<file path="src/rtl/keypad_pkg.sv">
// Shared definitions for the keypad scanner and entry accumulator.
//   - ROWS/COLS: matrix geometry
//   - KEY_*: 4-bit key codes reported on key_code
//   - scan_state_e: scan FSM states
//   - key_map(): (row, col) -> key code
package keypad_pkg;

   localparam int unsigned ROWS = 4;
   localparam int unsigned COLS = 4;

   typedef logic [3:0] key_code_t;

   // Digits encode as their own value so the accumulator can add the code directly.
   localparam key_code_t KEY_0    = 4'd0;
   localparam key_code_t KEY_1    = 4'd1;
   localparam key_code_t KEY_2    = 4'd2;
   localparam key_code_t KEY_3    = 4'd3;
   localparam key_code_t KEY_4    = 4'd4;
   localparam key_code_t KEY_5    = 4'd5;
   localparam key_code_t KEY_6    = 4'd6;
   localparam key_code_t KEY_7    = 4'd7;
   localparam key_code_t KEY_8    = 4'd8;
   localparam key_code_t KEY_9    = 4'd9;
   localparam key_code_t KEY_A    = 4'd10;
   localparam key_code_t KEY_B    = 4'd11;
   localparam key_code_t KEY_C    = 4'd12;
   localparam key_code_t KEY_D    = 4'd13;
   localparam key_code_t KEY_STAR = 4'd14;
   localparam key_code_t KEY_HASH = 4'd15;

   typedef enum logic [1:0] {
      StScan,
      StDebounce,
      StHold
   } scan_state_e;

   function automatic key_code_t key_map(input logic [1:0] row, input logic [1:0] col);
      key_code_t code;
      unique case ({row, col})
         4'h0:    code = KEY_1;
         4'h1:    code = KEY_2;
         4'h2:    code = KEY_3;
         4'h3:    code = KEY_A;
         4'h4:    code = KEY_4;
         4'h5:    code = KEY_5;
         4'h6:    code = KEY_6;
         4'h7:    code = KEY_B;
         4'h8:    code = KEY_7;
         4'h9:    code = KEY_8;
         4'hA:    code = KEY_9;
         4'hB:    code = KEY_C;
         4'hC:    code = KEY_STAR;
         4'hD:    code = KEY_0;
         4'hE:    code = KEY_HASH;
         default: code = KEY_D;
      endcase
      return code;
   endfunction

endpackage

</file>
<file path="src/rtl/keypad_scan_ctrl_if.sv">
// Keypad scanner bus: matrix lines plus the key event / entry value outputs.
//   master: the scanner (drives columns and results, reads rows)
//   slave:  the keypad model / consumer side
interface keypad_scan_ctrl_if #(
   parameter int unsigned VAL_W = 14
);
   logic [3:0]       row_n;
   logic [3:0]       col_n;
   logic             key_valid;
   logic [3:0]       key_code;
   logic [VAL_W-1:0] value;
   logic [VAL_W-1:0] committed;
   logic             commit;

   modport master (
      input  row_n,
      output col_n, key_valid, key_code, value, committed, commit
   );

   modport slave (
      output row_n,
      input  col_n, key_valid, key_code, value, committed, commit
   );
endinterface

</file>
<file path="src/rtl/keypad_digit_acc.sv">
// Decimal entry accumulator.
//   clk, rst   clock, async active-high reset
//   key_valid  strobe, registered into value/committed on the same edge
//   key_code   key code qualified by key_valid
//   value      current entry, modulo 10^DIGITS
//   committed  value latched on '#'
//   commit     one-cycle pulse when committed updates
module keypad_digit_acc
   import keypad_pkg::*;
#(
   parameter int unsigned DIGITS = 4,
   parameter int unsigned VAL_W  = 14
) (
   input  logic             clk,
   input  logic             rst,
   input  logic             key_valid,
   input  key_code_t        key_code,
   output logic [VAL_W-1:0] value,
   output logic [VAL_W-1:0] committed,
   output logic             commit
);

   // Four spare bits keep value*10+9 exact before reduction.
   localparam int unsigned ProdW = VAL_W + 4;
   localparam logic [ProdW-1:0] Modulus = ProdW'(10 ** DIGITS);

   logic [VAL_W-1:0] value_q, value_d;
   logic [VAL_W-1:0] committed_q, committed_d;
   logic             commit_q, commit_d;
   logic [ProdW-1:0] prod;

   always_comb begin
      value_d     = value_q;
      committed_d = committed_q;
      commit_d    = 1'b0;
      prod        = {4'b0000, value_q} * ProdW'(10) + ProdW'(key_code);
      if (key_valid) begin
         if (key_code <= KEY_9) begin
            value_d = VAL_W'(prod % Modulus);
         end else begin
            case (key_code)
               KEY_STAR: value_d = '0;
               KEY_D:    value_d = value_q / VAL_W'(10);
               KEY_HASH: begin
                  committed_d = value_q;
                  commit_d    = 1'b1;
               end
               default:  ;
            endcase
         end
      end
   end

   always_ff @(posedge clk or posedge rst) begin
      if (rst) begin
         value_q     <= '0;
         committed_q <= '0;
         commit_q    <= 1'b0;
      end else begin
         value_q     <= value_d;
         committed_q <= committed_d;
         commit_q    <= commit_d;
      end
   end

   assign value     = value_q;
   assign committed = committed_q;
   assign commit    = commit_q;

endmodule

</file>
<file path="src/rtl/keypad_scan_ctrl.sv">
// 4x4 matrix keypad scanner with debounce and decimal entry accumulation.
//   clk, rst  clock, async active-high reset
//   kp        keypad bus (master): row_n in; col_n, key_valid, key_code,
//             value, committed, commit out
module keypad_scan_ctrl
   import keypad_pkg::*;
#(
   parameter int unsigned CLK_DIV        = 1000000,
   parameter int unsigned DEBOUNCE_SCANS = 4,
   parameter int unsigned DIGITS         = 4,
   parameter int unsigned VAL_W          = 14
) (
   input  logic         clk,
   input  logic         rst,
   keypad_scan_ctrl_if.master kp
);

   localparam int unsigned DivW = $clog2(CLK_DIV);
   localparam int unsigned CntW = $clog2(DEBOUNCE_SCANS + 1);
   localparam logic [CntW-1:0] CntDone = CntW'(DEBOUNCE_SCANS);

   logic [3:0]      row_meta_q, row_sync_q;
   logic [DivW-1:0] div_q;
   logic            tick;

   scan_state_e     state_q, state_d;
   logic [1:0]      col_q, col_d;
   logic [1:0]      cap_row_q, cap_row_d;
   logic [CntW-1:0] dcnt_q, dcnt_d;
   logic [CntW-1:0] hcnt_q, hcnt_d;
   logic            kv_q, kv_d;
   key_code_t       code_q, code_d;

   logic [3:0]      row_low;
   logic [1:0]      low_idx;
   logic [3:0]      col_n_w;
   logic [VAL_W-1:0] value_w, committed_w;
   logic            commit_w;

   // Rows idle high, so the synchroniser resets to all-released.
   always_ff @(posedge clk or posedge rst) begin
      if (rst) begin
         row_meta_q <= 4'hF;
         row_sync_q <= 4'hF;
      end else begin
         row_meta_q <= kp.row_n;
         row_sync_q <= row_meta_q;
      end
   end

   assign tick = (div_q == DivW'(CLK_DIV - 1));

   always_ff @(posedge clk or posedge rst) begin
      if (rst) begin
         div_q <= '0;
      end else if (tick) begin
         div_q <= '0;
      end else begin
         div_q <= div_q + DivW'(1);
      end
   end

   assign row_low = ~row_sync_q;

   always_comb begin
      low_idx = '0;
      for (int unsigned i = 0; i < ROWS; i++) begin
         if (row_low[i]) low_idx = 2'(i);
      end
   end

   // State register.
   always_ff @(posedge clk or posedge rst) begin
      if (rst) begin
         state_q   <= StScan;
         col_q     <= '0;
         cap_row_q <= '0;
         dcnt_q    <= '0;
         hcnt_q    <= '0;
         kv_q      <= 1'b0;
         code_q    <= KEY_0;
      end else begin
         state_q   <= state_d;
         col_q     <= col_d;
         cap_row_q <= cap_row_d;
         dcnt_q    <= dcnt_d;
         hcnt_q    <= hcnt_d;
         kv_q      <= kv_d;
         code_q    <= code_d;
      end
   end

   // Next-state logic; everything moves only on the scan tick.
   always_comb begin
      state_d   = state_q;
      col_d     = col_q;
      cap_row_d = cap_row_q;
      dcnt_d    = dcnt_q;
      hcnt_d    = hcnt_q;
      kv_d      = 1'b0;
      code_d    = code_q;
      if (tick) begin
         unique case (state_q)
            StScan: begin
               // Zero or several low rows (ghosting) are treated alike: move on.
               if ($onehot(row_low)) begin
                  cap_row_d = low_idx;
                  dcnt_d    = CntW'(1);
                  state_d   = StDebounce;
               end else begin
                  col_d = col_q + 2'd1;
               end
            end
            StDebounce: begin
               if (row_low == (4'b0001 << cap_row_q)) begin
                  dcnt_d = dcnt_q + CntW'(1);
               end else begin
                  dcnt_d  = '0;
                  state_d = StScan;
               end
            end
            StHold: begin
               if (row_low == 4'b0000) begin
                  if (hcnt_q + CntW'(1) == CntDone) begin
                     hcnt_d  = '0;
                     col_d   = col_q + 2'd1;
                     state_d = StScan;
                  end else begin
                     hcnt_d = hcnt_q + CntW'(1);
                  end
               end else begin
                  hcnt_d = '0;
               end
            end
            default: state_d = StScan;
         endcase

         // Acceptance shares the capture tick when one sample is enough.
         if (state_d == StDebounce && dcnt_d == CntDone) begin
            kv_d    = 1'b1;
            code_d  = key_map(cap_row_d, col_q);
            dcnt_d  = '0;
            hcnt_d  = '0;
            state_d = StHold;
         end
      end
   end

   // Outputs.
   always_comb begin
      col_n_w = ~(4'b0001 << col_q);
   end

   // Fed with the pre-register strobe so value changes in the key_valid cycle.
   keypad_digit_acc #(
      .DIGITS (DIGITS),
      .VAL_W  (VAL_W)
   ) u_acc (
      .clk       (clk),
      .rst       (rst),
      .key_valid (kv_d),
      .key_code  (code_d),
      .value     (value_w),
      .committed (committed_w),
      .commit    (commit_w)
   );

   assign kp.col_n     = col_n_w;
   assign kp.key_valid = kv_q;
   assign kp.key_code  = code_q;
   assign kp.value     = value_w;
   assign kp.committed = committed_w;
   assign kp.commit    = commit_w;

endmodule

</file>
<file path="src/flat_wrapper.sv">
// flat-port wrapper written by rule: the top's interface ports become plain ports
module keypad_scan_ctrl_flat import keypad_pkg::*;
#(
   parameter int unsigned CLK_DIV        = 1000000,
   parameter int unsigned DEBOUNCE_SCANS = 4,
   parameter int unsigned DIGITS         = 4,
   parameter int unsigned VAL_W          = 14
)
  (clk, rst, kp_row_n, kp_col_n, kp_key_valid, kp_key_code, kp_value, kp_committed, kp_commit);
  keypad_scan_ctrl_if #(.VAL_W(VAL_W)) kp_i ();
  input  logic clk;
  input  logic rst;
  input wire logic [$bits(kp_i.row_n)-1:0] kp_row_n;
  output wire logic [$bits(kp_i.col_n)-1:0] kp_col_n;
  output wire logic [$bits(kp_i.key_valid)-1:0] kp_key_valid;
  output wire logic [$bits(kp_i.key_code)-1:0] kp_key_code;
  output wire logic [$bits(kp_i.value)-1:0] kp_value;
  output wire logic [$bits(kp_i.committed)-1:0] kp_committed;
  output wire logic [$bits(kp_i.commit)-1:0] kp_commit;
  assign kp_i.row_n = kp_row_n;
  assign kp_col_n = kp_i.col_n;
  assign kp_key_valid = kp_i.key_valid;
  assign kp_key_code = kp_i.key_code;
  assign kp_value = kp_i.value;
  assign kp_committed = kp_i.committed;
  assign kp_commit = kp_i.commit;
  keypad_scan_ctrl #(.CLK_DIV(CLK_DIV), .DEBOUNCE_SCANS(DEBOUNCE_SCANS), .DIGITS(DIGITS), .VAL_W(VAL_W)) u_core (.clk(clk), .rst(rst), .kp(kp_i));
endmodule
</file>
<file path="config.mk">
export PLATFORM = sky130hd
export DESIGN_NAME = keypad_scan_ctrl_flat
export DESIGN_NICKNAME = d
export VERILOG_FILES = /design/src/rtl/keypad_pkg.sv /design/src/rtl/keypad_scan_ctrl_if.sv /design/src/rtl/keypad_digit_acc.sv /design/src/rtl/keypad_scan_ctrl.sv /design/src/flat_wrapper.sv
export SDC_FILE = /design/constraint.sdc
export NUM_CORES = 1
export LEC_CHECK = 0
export ABC_AREA = 1
export ABC_CLOCK_PERIOD_IN_PS = 15600
export CORE_ASPECT_RATIO = 0.9
export CORE_MARGIN = 2
export CORE_UTILIZATION = 35
export DETAILED_ROUTE_END_ITERATION = 8
export DONT_BUFFER_PORTS = 1
export PLACE_DENSITY = 0.58
export SYNTH_ARGS = -nofsm -noshare
export SYNTH_HDL_FRONTEND = slang
export SYNTH_HIERARCHICAL = 1
export SYNTH_SLANG_ARGS = --single-unit
</file>
<file path="constraint.sdc">
create_clock -name clk -period 15.6 [get_ports clk]
set_input_delay 0.78 -clock clk [delete_from_list [all_inputs] [get_ports clk]]
set_output_delay 0.78 -clock clk [all_outputs]
set_load 0.01 [all_outputs]
</file>
## Yosys cells after proc, flatten, opt, wreduce, memory -nomap -nowiden

Memories as Yosys holds them, arrays and structs flattened.
Index checks and enable logic that the tools add are counted.

- Input bits: 6
- ROM bits: 64
- Register bits after elaboration: 74
- Output and inout bits: 38
- Word-level logic and storage cells: 91
- Memories: 1

Memories:

| name | words | width | read ports | clocked after Yosys merged registers in | write ports | line | source |
|---|---|---|---|---|---|---|---|
| (no name shown) | 16 | 4 | 1 | 0 | 0 | keypad_pkg.sv:39 | `unique case ({row, col})` |

- Div/mod/pow operators: 2
- Add/subtract/negate cells: 8
- $mul: 1
- Equality and inequality tests: 14
- Shift operators: 2
- Bitwise gates (word level): 3
- Magnitude comparators: 1
- Reduce and logical (&&, ||, !) cells: 10
- Multiplexer cells: 36

Operators with widths:

| operator | number |
|---|---|
| 2-to-1 mux 2 bit | 14 |
| one-hot mux 14 bit (2 select lines) | 1 |
| 2-to-1 mux 3 bit | 8 |
| adder 20 x 1 -> 20 bit (second input constant) | 1 |
| == test 20 bit (second input constant) | 1 |
| 2-to-1 mux 20 bit | 1 |
| adder 18 x 4 -> 18 bit | 1 |
| modulo 18 x 14 -> 18 bit (second input constant) | 1 |
| multiplier 14 x 3 -> 17 bit (second input constant) | 1 |
| divider 14 x 4 -> 14 bit (second input constant) | 1 |
| 2-to-1 mux 14 bit | 1 |
| == test 4 bit (second input constant) | 3 |
| 2-to-1 mux 4 bit | 2 |
| NOT 4 bit | 2 |
| left shift 1 x 2 -> 4 bit (first input constant) | 2 |
| adder 3 x 1 -> 3 bit (second input constant) | 2 |
| == test 3 bit (second input constant) | 2 |
| 2-to-1 mux 1 bit | 6 |
| one-hot mux 2 bit (3 select lines) | 1 |
| one-hot mux 3 bit (2 select lines) | 1 |
| AND reduction 5 bit | 1 |
| adder 1 x 1 -> 2 bit | 2 |
| == test 2 x 1 -> 1 bit (second input constant) | 2 |
| == test 4 bit | 1 |
| 16 further kinds | 19 |

## Logic depth before layout (Yosys ltp)

Gate-level depths: netlist of run 1.

- Depth in word-level cells: 15
- Depth in mapped cells: 66
- Depth with buffers taken out: 64

## By module

The synthesis of run 1 kept the hierarchy.

By module, submodules not included:

| module | cells each | sequential area each (um^2) | times used | area an instance (um^2) |
|---|---|---|---|---|
| keypad_digit_acc | 859 | 725.7 | 1 | 4,958.5 |
| keypad_scan_ctrl | 336 | 1,136.1 | 1 | 2,756.4 |

## Worst setup path before layout of run 1

No wires, ideal clock.

- Path type: register to register
- Start: register u_core.row_sync_q[3]
- End: register u_core.u_acc.value_q[7] (netlist: u_core/u_acc/value[7])
- Data arrival time: 6.941 ns
- Path buffers: 4
- Setup time: 0.077 ns
- Stages on the path, launching flop included: 52
- Path slack: 8.582 ns
- Data required time: 15.523 ns
- Cells stage by stage: dfstp_2 -> fa_1 -> inv_1 -> ha_1 -> ha_1 -> inv_1 -> nand3_1 -> o211ai_1 -> nand2_1 -> nor2_4 -> nand4_4 -> buf_6 -> nand2_2 -> o21ai_2 -> ha_1 -> fa_1 -> nand2_1 -> nand2_1 -> [16 not listed] -> nand2_4 -> buf_6 -> nand2_2 -> xor2_1 -> inv_2 -> nor2_4 -> nand2_4 -> buf_8 -> nand3_2 -> nand2_1 -> a21oi_2 -> nand2_2 -> nand2_2 -> nand2_4 -> buf_6 -> o21ai_1 -> nand2_1 -> a21oi_1

- Longest elaborated chain between the ends: 14
- Elaborated cells on any way between the ends: 36
- Those cells by class: add/sub: 3; div: 1; order compare: 1; eq/ne: 6; mux: 19; bitwise: 1; reduce/logical: 4; memory: 1

Ends and longest elaborated chain:

| item | line | source |
|---|---|---|
| from (decl) | keypad_scan_ctrl.sv:22 | `logic [3:0] row_meta_q, row_sync_q;` |
| from (signal assigned) | keypad_scan_ctrl.sv:47 | `row_sync_q <= row_meta_q;` |
| NOT 4 bit (*) | keypad_scan_ctrl.sv:63 | `assign row_low = ~row_sync_q;` |
| parallel branches: the longest is 8 deep, another holds memory (16 x 4 bit) | n/a |  |
| 2-to-1 mux 4 bit (*) | keypad_scan_ctrl.sv:139 | `if (state_d == StDebounce && dcnt_d == CntDone) begin` |
| 2-to-1 mux 4 bit (*) | keypad_scan_ctrl.sv:102 | `if (tick) begin` |
| net u_core.code_d[1] | keypad_scan_ctrl.sv:32 | `key_code_t code_q, code_d;` |
| adder 18 x 4 -> 18 bit (tied with other cells) | keypad_digit_acc.sv:36 | `prod = {4'b0000, value_q} * ProdW'(10) + ProdW'(key_code);` |
| modulo 18 x 14 -> 18 bit (tied with other cells) | keypad_digit_acc.sv:39 | `value_d = VAL_W'(prod % Modulus);` |
| 2-to-1 mux 14 bit or AND reduction 2 bit (tied branches) | n/a |  |
| to (signal assigned) | keypad_digit_acc.sv:60 | `value_q <= value_d;` |
| to (decl) | keypad_digit_acc.sv:27 | `logic [VAL_W-1:0] value_q, value_d;` |

Mark *: on every way through the listed nets, which the timed path passes. The select of a mux whose other input is x is not followed.
A chain may end at the register's enable or synchronous reset.

## Final worst setup path of run 1

- Start: register u_core.row_sync_q[3]
- End: register u_core.u_acc.value_q[8] (netlist: u_core/u_acc/value[8])

The elaborated chain is that of the path after synthesis.

==> results of run 1 <==
-- power groups by stage --
stage          logic, mW  clock network (mW)  registers (mW)
5_1_grt           0.0247               0.230           0.195
2_1_floorplan     0.0168                   0           0.198
6_report          0.0210               0.213           0.195
3_5_place_dp      0.0213                   0           0.198
3_3_place_gp      0.0208                   0           0.198
4_1_cts           0.0213               0.222           0.195
-- cell type report --
type,instances,area (um^2)
fillers,2265,13300
multi-input cells,914,5020
flip-flops and latches,74,1860
inverters,196,741
well taps,291,364
clock buffers,9,225
clock inverters,7,76.3
repair buffers,1,7.51
-- cell families after synthesis --
| logic type | after synthesis | share of synthesized area [%] |
|---|---|---|
| AOI/OAI and AO/OA | 130 | 9.96 |
| and+or+nand+nor | 702 | 43.3 |
| DFF | 74 | 24.1 |
| xor gates and xnor gates | 39 | 4.52 |
| adders and majority gates | 43 | 7.27 |
| buffers and inverters | 207 | 10.8 |
-- worst reg2reg max path: cells and delay by family (launching register included) --
kind | cells | cell delay, ns
buffers and inverters | 4 | 0.32
AND/OR/NAND/NOR | 38 | 4.65
adder cells (fa/ha/maj) | 5 | 1.28
AO/OA/AOI/OAI | 6 | 1.25
flip-flops | 1 | 0.59
-- sequential cells by signal, indices dropped and copies added (netlist names) --
register	count
u_core/row_meta_q	4
u_core/u_acc/commit	1
u_core/u_acc/value	14
u_core/div_q	20
u_core/kp.key_valid	1
u_core/hcnt_q	3
u_core/state_q	2
u_core/kp.key_code	4
u_core/u_acc/committed	14
u_core/row_sync_q	4
u_core/cap_row_q	2
u_core/col_q	2
u_core/dcnt_q	3
-- placed cells by master (no fill, tap or decap), types with 9 or more instances in the layout --
cell / instances
sky130_fd_sc_hd__a21oi_1: 55
sky130_fd_sc_hd__clkbuf_16: 9
sky130_fd_sc_hd__dfrtp_1: 66
sky130_fd_sc_hd__ha_1: 40
sky130_fd_sc_hd__inv_1: 169
sky130_fd_sc_hd__inv_2: 22
sky130_fd_sc_hd__nand2_1: 341
sky130_fd_sc_hd__nand2_2: 43
sky130_fd_sc_hd__nand3_1: 116
sky130_fd_sc_hd__nand3_2: 10
sky130_fd_sc_hd__nand4_1: 33
sky130_fd_sc_hd__nor2_1: 104
sky130_fd_sc_hd__nor2_2: 13
sky130_fd_sc_hd__nor3_1: 9
sky130_fd_sc_hd__o21ai_0: 30
sky130_fd_sc_hd__o21ai_1: 10
sky130_fd_sc_hd__xor2_1: 31
-- final timing paths --
check	slack, ns	depth (start not counted)	start	to
setup reg to reg	7.42	53	u_core/row_sync_q[3]	u_core/u_acc/value[8]
setup / recovery	7.42	53	u_core/row_sync_q[3]	u_core/u_acc/value[8]
hold / removal	0.36	0	u_core/row_meta_q[1]	u_core/row_sync_q[1]
min in group asynchronous	0.52	1	rst	u_core/hcnt_q[0]
hold reg to reg	0.36	0	u_core/row_meta_q[1]	u_core/row_sync_q[1]
max in group asynchronous	14.29	1	rst	u_core/u_acc/value[10]
-- per-stage QoR --
stage                     util, %  hold slack (ns)  cell area, um^2
after global placement       37.0            0.346             8000
after detailed placement     37.0            0.347             8000
after CTS                    38.4            0.357             8300
final                        38.4            0.357             8300
after global routing         38.4            0.361             8300
after floorplan                 -            0.345             7710
-- per-layer routing --
layer / track usage [%] / wire, um
met2: 27.2 / 8560
met1: 23.6 / 9850
met5: 0 / 0
met3: 2.79 / 635
met4: 3.75 / 149
==> out/qor.csv, run 1 <==
stage;metric;value;unit
run_status;run status;completed;
power;clock network fraction of total power;49.7;%
placed_design;Placed Instances;1476;
cts;maximum count of clock buffers along a single path;2;
finish;n_diodes;0;
setup_path;CP Data Arrival Time;8.45;ns
setup_path;required time worst endpoint;15.87;ns
sta;worst slew margin relative to its limit;23.6;%
setup_path;critical path class;reg2reg;
sta;fraction of the cycle the final worst path needs;52.5;%
power;internal power;0.324;mW
global_routing;via count of the first global-routing pass;6463;
yosys;post-synth top area share;21.4;%
sta;final setup violation count;0;
yosys;top post-synthesis cells by area;sky130_fd_sc_hd__dfrtp_1, sky130_fd_sc_hd__nand2_1, sky130_fd_sc_hd__inv_1;
sta;RSZ-0062 raised after global routing;false;
floorplan;number of placed I/O pins;44;
cts;maximum level of the CTS H-tree;3;
power;switching fraction of total power;24.4;%
yosys;most common flop cell mapped by yosys;sky130_fd_sc_hd__dfrtp_1;
sta;transition time at the pin with the least slew margin;1.15;ns
finish;area added between synthesis and finish;7.57;%
cts;number of CTS-inserted buffers;9;
floorplan;vertical extent of the die;145;um
yosys;Synth area leader;sky130_fd_sc_hd__dfrtp_1;
yosys;Mapped Area;0.00771;mm^2
drt;via count;7288;
setup_path;crit-path max cell delay;0.59;ns
yosys;number of synthesis warnings;6;
cts;TritonCTS clock tree;done;
drt;number of routed nets with antenna violations;0;
drt;post-DR vias/cell;4.88;
sta;number of hold violations in the final report;0;
yosys;number of synthesized flops with an enable pin;0;
drt;Iter 0 DRT Violations;460;
floorplan;# rows;51;
drt;total detailed-routing wirelength;19200;um
cts;clock sink count;74;
yosys;Seq/Total Area, Yosys;24.1;%
yosys;number of nets produced by synthesis;1244;
setup_path;CP Max Fanout;15;
run;maxcap violations;0;
cts;root buffer cell;sky130_fd_sc_hd__clkbuf_16;
power;total power density per cell area;51.7;mW/mm^2
yosys;Async SR Flop Fraction;100;%
sta;accumulated negative setup slack;0;ns
placed_design;I/O Buffers;0;
floorplan;Core Area;0.0216;mm^2
sta;final critical delay including setup and external delays;8.18;ns
yosys;Yosys reg bits;74;
drt;number of optimization iterations in the first detailed-route pass;7;
cts;post-CTS setup buffer count;0;
floorplan;initial core utilization;35.7;%
setup_path;CP Capture Type;flip-flop;
global_routing;global route overflow;0;
sta;Fmax;122;MHz
setup_path;most numerous cell on the critical path;sky130_fd_sc_hd__nand2_1;
setup_path;total buffers and inverters traversed by the critical path;4;
yosys;cell count after synthesis;1195;
placed_design;Post-Place Setup Slack;7.48;ns
yosys;Commonest cells post-synth;sky130_fd_sc_hd__nand2_1, sky130_fd_sc_hd__inv_1, sky130_fd_sc_hd__nand3_1;
power;switching component of the power;0.105;mW
global_routing;initial antenna violation count;0;
sta;Setup Skew;0.00660;ns
cts;number of resized instances in the post-cts repair step;0;
sta;Worst Slack Setup Final;7.42;ns
finish;fraction of final layout cells with drive strength greater than 1;12.7;%
sta;max-slew violation count;0;
global_routing;global-route wire length before repair;31800;um
power;Max rail drop VDD;43.9;uV
finish;fin nets;1245;
power;leakage;4.60;nW
yosys;library cell with the highest instance count after synthesis;sky130_fd_sc_hd__nand2_1;
global_routing;total routing resource utilization after global routing;16.8;%
drt;DRC Markers;0;
cts;Worst-path clk slew;0.06;ns
global_routing;largest net degree at the start of global routing;46;
power;combinational power share;4.9;%
worst_hold_path;hold crit path type;reg2reg;
placed_design;post-DP HPWL;15300;um
setup_path;Crit-path slowest cell;sky130_fd_sc_hd__dfstp_2;
cts;number of buffers inserted for hold repair after clock tree synthesis;0;
drt;detail-routed net length per standard cell;12.9;um
setup_path;crit path launch type;flip-flop;
floorplan;width of the die;161;um
floorplan;overall die area;0.0232;mm^2
power;part of the power in registers;45.4;%
placed_design;weighted congestion reported at the end of routability-driven placement;0.873;
power;Tot Pwr;0.429;mW
yosys;mean post-synth cell area;6.46;um^2
setup_path;Top delay family on crit path;simple AND/OR/NAND/NOR gates;
finish;Cell Count, Final, Fillers Out;1492;
cts;Skew-Pair Late Insertion Delay;0.35;ns
yosys;number of library cell types mapped by synthesis;53;
Note: power is estimated with default switching activity, not from simulation.
==> run 2, diff against run 1 <==
--- a/config.mk
+++ b/config.mk
@@ -6,13 +6,13 @@
 export NUM_CORES = 1
 export LEC_CHECK = 0
 export ABC_AREA = 1
-export ABC_CLOCK_PERIOD_IN_PS = 15600
+export ABC_CLOCK_PERIOD_IN_PS = 7050
 export CORE_ASPECT_RATIO = 0.9
 export CORE_MARGIN = 2
 export CORE_UTILIZATION = 35
 export DETAILED_ROUTE_END_ITERATION = 8
 export DONT_BUFFER_PORTS = 1
-export PLACE_DENSITY = 0.58
+export PLACE_DENSITY = 0.6
 export SYNTH_ARGS = -nofsm -noshare
 export SYNTH_HDL_FRONTEND = slang
 export SYNTH_HIERARCHICAL = 1
==> constraint.sdc (replaced) <==
create_clock -name clk -period 7.05 [get_ports clk]
set_input_delay 0.3525 -clock clk [delete_from_list [all_inputs] [get_ports clk]]
set_output_delay 0.3525 -clock clk [all_outputs]
set_load 0.01 [all_outputs]
==> run 2 against run 1 <==
Effect of this change:
- die area did not move
- critical path depth did not move
- the flow now finishes with violations (setup timing)
- critical endpoint is now u_core/u_acc/value[4]
- maximum frequency rose by 13%
- final cell count rose by 10%
- setup slack got worse by 7.6 ns
- sequential cell count did not move
- largest cell class unchanged
- design area rose by 23%
==> out/qor.csv, run 2 (synthesis gave the netlist of run 1 again) <==
stage;metric;value;unit;change
cts;maximum level of the CTS H-tree;3;;unchanged
power;clock network fraction of total power;51.4;%;was 49.7%
finish;commonest cells after routing, fill and taps aside;sky130_fd_sc_hd__nand2_1, sky130_fd_sc_hd__inv_1, sky130_fd_sc_hd__buf_4;;was sky130_fd_sc_hd__nand2_1, sky130_fd_sc_hd__inv_1, sky130_fd_sc_hd__nand3_1
setup_path;crit-path max cell delay;0.55;ns;was 0.59 ns
power;Tot Pwr;1.05;mW;was 0.429 mW
power;combinational power share;7.7;%;was 4.9%
run_status;run status;complete, but fails checks;;was completed
floorplan;overall die area;0.0232;mm^2;unchanged
cts;maximum count of clock buffers along a single path;2;;unchanged
drt;number of routed nets with antenna violations;0;;unchanged
global_routing;largest net degree at the start of global routing;46;;unchanged
setup_path;CP Capture Type;flip-flop;;unchanged
sta;Fmax;138;MHz;was 122 MHz
finish;Most flops, register;u_core/div_q;;unchanged
worst_hold_path;hold crit path type;in2async;;was reg2reg
setup_path;count of cells along the worst register-to-register path;53;;unchanged
run_status;violated checks;setup timing;;
sta;transition time at the pin with the least slew margin;1.13;ns;was 1.15 ns
global_routing;via count of the first global-routing pass;7387;;was 6,463
drt;via count;7946;;was 7,288
drt;number of optimization iterations in the first detailed-route pass;5;;was 7
cts;clock sink count;74;;unchanged
floorplan;width of the die;161;um;unchanged
power;part of the power in registers;40.9;%;was 45.4%
sta;Setup Skew;0.00840;ns;was 0.00660 ns
setup_path;critical path class;reg2reg;;unchanged
setup_path;Crit-path slowest cell;sky130_fd_sc_hd__fa_1;;was sky130_fd_sc_hd__dfstp_2
finish;fin nets;1396;;was 1,245
finish;Cell Count, Final, Fillers Out;1643;;was 1,492
sta;Worst Slack Setup Final;-0.202;ns;was 7.42 ns
power;switching component of the power;0.225;mW;was 0.105 mW
global_routing;global route overflow;0;;unchanged
placed_design;I/O Buffers;0;;unchanged
cts;Skew-Pair Late Insertion Delay;0.34;ns;was 0.35 ns
floorplan;initial core utilization;35.7;%;unchanged
cts;TritonCTS clock tree;done;;unchanged
finish;area added between synthesis and finish;31.8;%;was 7.57%
sta;worst slew margin relative to its limit;24.6;%;was 23.6%
finish;fraction of final layout cells with drive strength greater than 1;30.0;%;was 12.7%
drt;detail-routed net length per standard cell;12.9;um;about the same
drt;post-DR vias/cell;4.84;;was 4.88
drt;Iter 0 DRT Violations;494;;was 460
power;leakage;5.48;nW;was 4.60 nW
floorplan;vertical extent of the die;145;um;unchanged
cts;root buffer cell;sky130_fd_sc_hd__clkbuf_16;;unchanged
drt;DRC Markers;0;;unchanged
power;Max rail drop VDD;98.4;uV;was 43.9 uV
finish;Largest register FFs;20;;unchanged
floorplan;# rows;51;;unchanged
sta;fraction of the cycle the final worst path needs;103;%;was 52.5%
sta;max-slew violation count;0;;unchanged
finish;most common library cell in the layout ignoring fill and taps;sky130_fd_sc_hd__nand2_1;;unchanged
cts;number of CTS-inserted buffers;9;;unchanged
setup_path;crit path launch type;flip-flop;;unchanged
global_routing;total routing resource utilization after global routing;18.1;%;was 16.8%
setup_path;CP Data Arrival Time;7.52;ns;was 8.45 ns
setup_path;total buffers and inverters traversed by the critical path;4;;unchanged
setup_path;Top delay family on crit path;simple AND/OR/NAND/NOR gates;;unchanged
floorplan;Core Area;0.0216;mm^2;unchanged
power;total power density per cell area;104;mW/mm^2;was 51.7 mW/mm^2
sta;number of hold violations in the final report;0;;unchanged
setup_path;required time worst endpoint;7.32;ns;was 15.87 ns
sta;RSZ-0062 raised after global routing;true;;was false
finish;n_diodes;0;;unchanged
power;switching fraction of total power;21.3;%;was 24.4%
setup_path;logic depth of the worst setup path including buffers;53;;unchanged
power;internal power;0.830;mW;was 0.324 mW
run;maxcap violations;0;;unchanged
drt;total detailed-routing wirelength;21100;um;was 19,200 um
sta;final critical delay including setup and external delays;7.25;ns;was 8.18 ns
floorplan;number of placed I/O pins;44;;unchanged
global_routing;global-route wire length before repair;34700;um;was 31,800 um
cts;Worst-path clk slew;0.06;ns;about the same
sta;final setup violation count;10;;was 0
global_routing;initial antenna violation count;0;;unchanged
placed_design;post-DP HPWL;16000;um;was 15,300 um
setup_path;CP Max Fanout;8;;was 15
placed_design;Placed Instances;1582;;was 1,476
placed_design;weighted congestion reported at the end of routability-driven placement;0.878;;was 0.873
setup_path;most numerous cell on the critical path;sky130_fd_sc_hd__nand2_2;;was sky130_fd_sc_hd__nand2_1
-- run 2: what timing repair did --
action	4_1_cts	5_1_grt
setup endpoints to repair	10	10
buffers inserted	22	15
hold buffers	4	0
endpoints found under the hold margin	4	0
cloned	4	0
gates resized for setup	68	100
pin swaps	42	80
-- run 2: metrics by stage --
stage          setup WS, ns  TNS (ns)  utilization [%]  hold WS [ns]  cell area (um^2)
2_1_floorplan        0.0320         0                -         0.345              7710
3_3_place_gp         -0.300     -2.74             40.7         0.347              8790
3_5_place_dp         -0.454     -3.66             40.7         0.350              8790
4_1_cts              -0.210     -1.68             44.6         0.157              9640
5_1_grt              -0.723     -6.81             47.0         0.206             10200
6_report             -0.202     -1.73             47.0         0.106             10200
-- run 2: path summary, 6_finish.rpt --
path	slack [ns]	to	from
setup / recovery	-0.20	u_core/u_acc/value[4]	u_core/row_sync_q[0]
hold / removal	0.11	u_core/hcnt_q[0]	rst
setup reg to reg	-0.20	u_core/u_acc/value[4]	u_core/row_sync_q[0]
hold reg to reg	0.36	u_core/row_sync_q[2]	u_core/row_meta_q[2]
max in group asynchronous	6.18	u_core/u_acc/value[12]	rst
min in group clk	0.36	u_core/row_sync_q[2]	u_core/row_meta_q[2]
-- run 2: per-layer routing --
metal  track usage (%)  vias up  wire, um
met3              2.54       11       774
met4              3.98        0       166
li1                  -     4145         -
met2              30.6      153      9860
met5                 0        -         0
met1              24.8     3637     10300
-- run 2: power by group through the flow --
stage,Combinational (mW),Clock (mW),Sequential [mW]
finish,0.0812,0.542,0.431
global route,0.0900,0.575,0.431
CTS,0.0729,0.558,0.431
detailed placement,0.0594,0,0.438
global placement,0.0592,0,0.438
floorplan,0.0373,0,0.438
-- run 2: area by class of cell --
type                            count  area, um^2
Multi-Input combinational cell    918        5670
Clock inverter                      4        98.8
Tap cell                          291         364
Inverter                          196         748
Timing Repair Buffer              148        1170
Sequential cell                    74        1860
Fill cell                        2096       11500
Clock buffer                       12         256
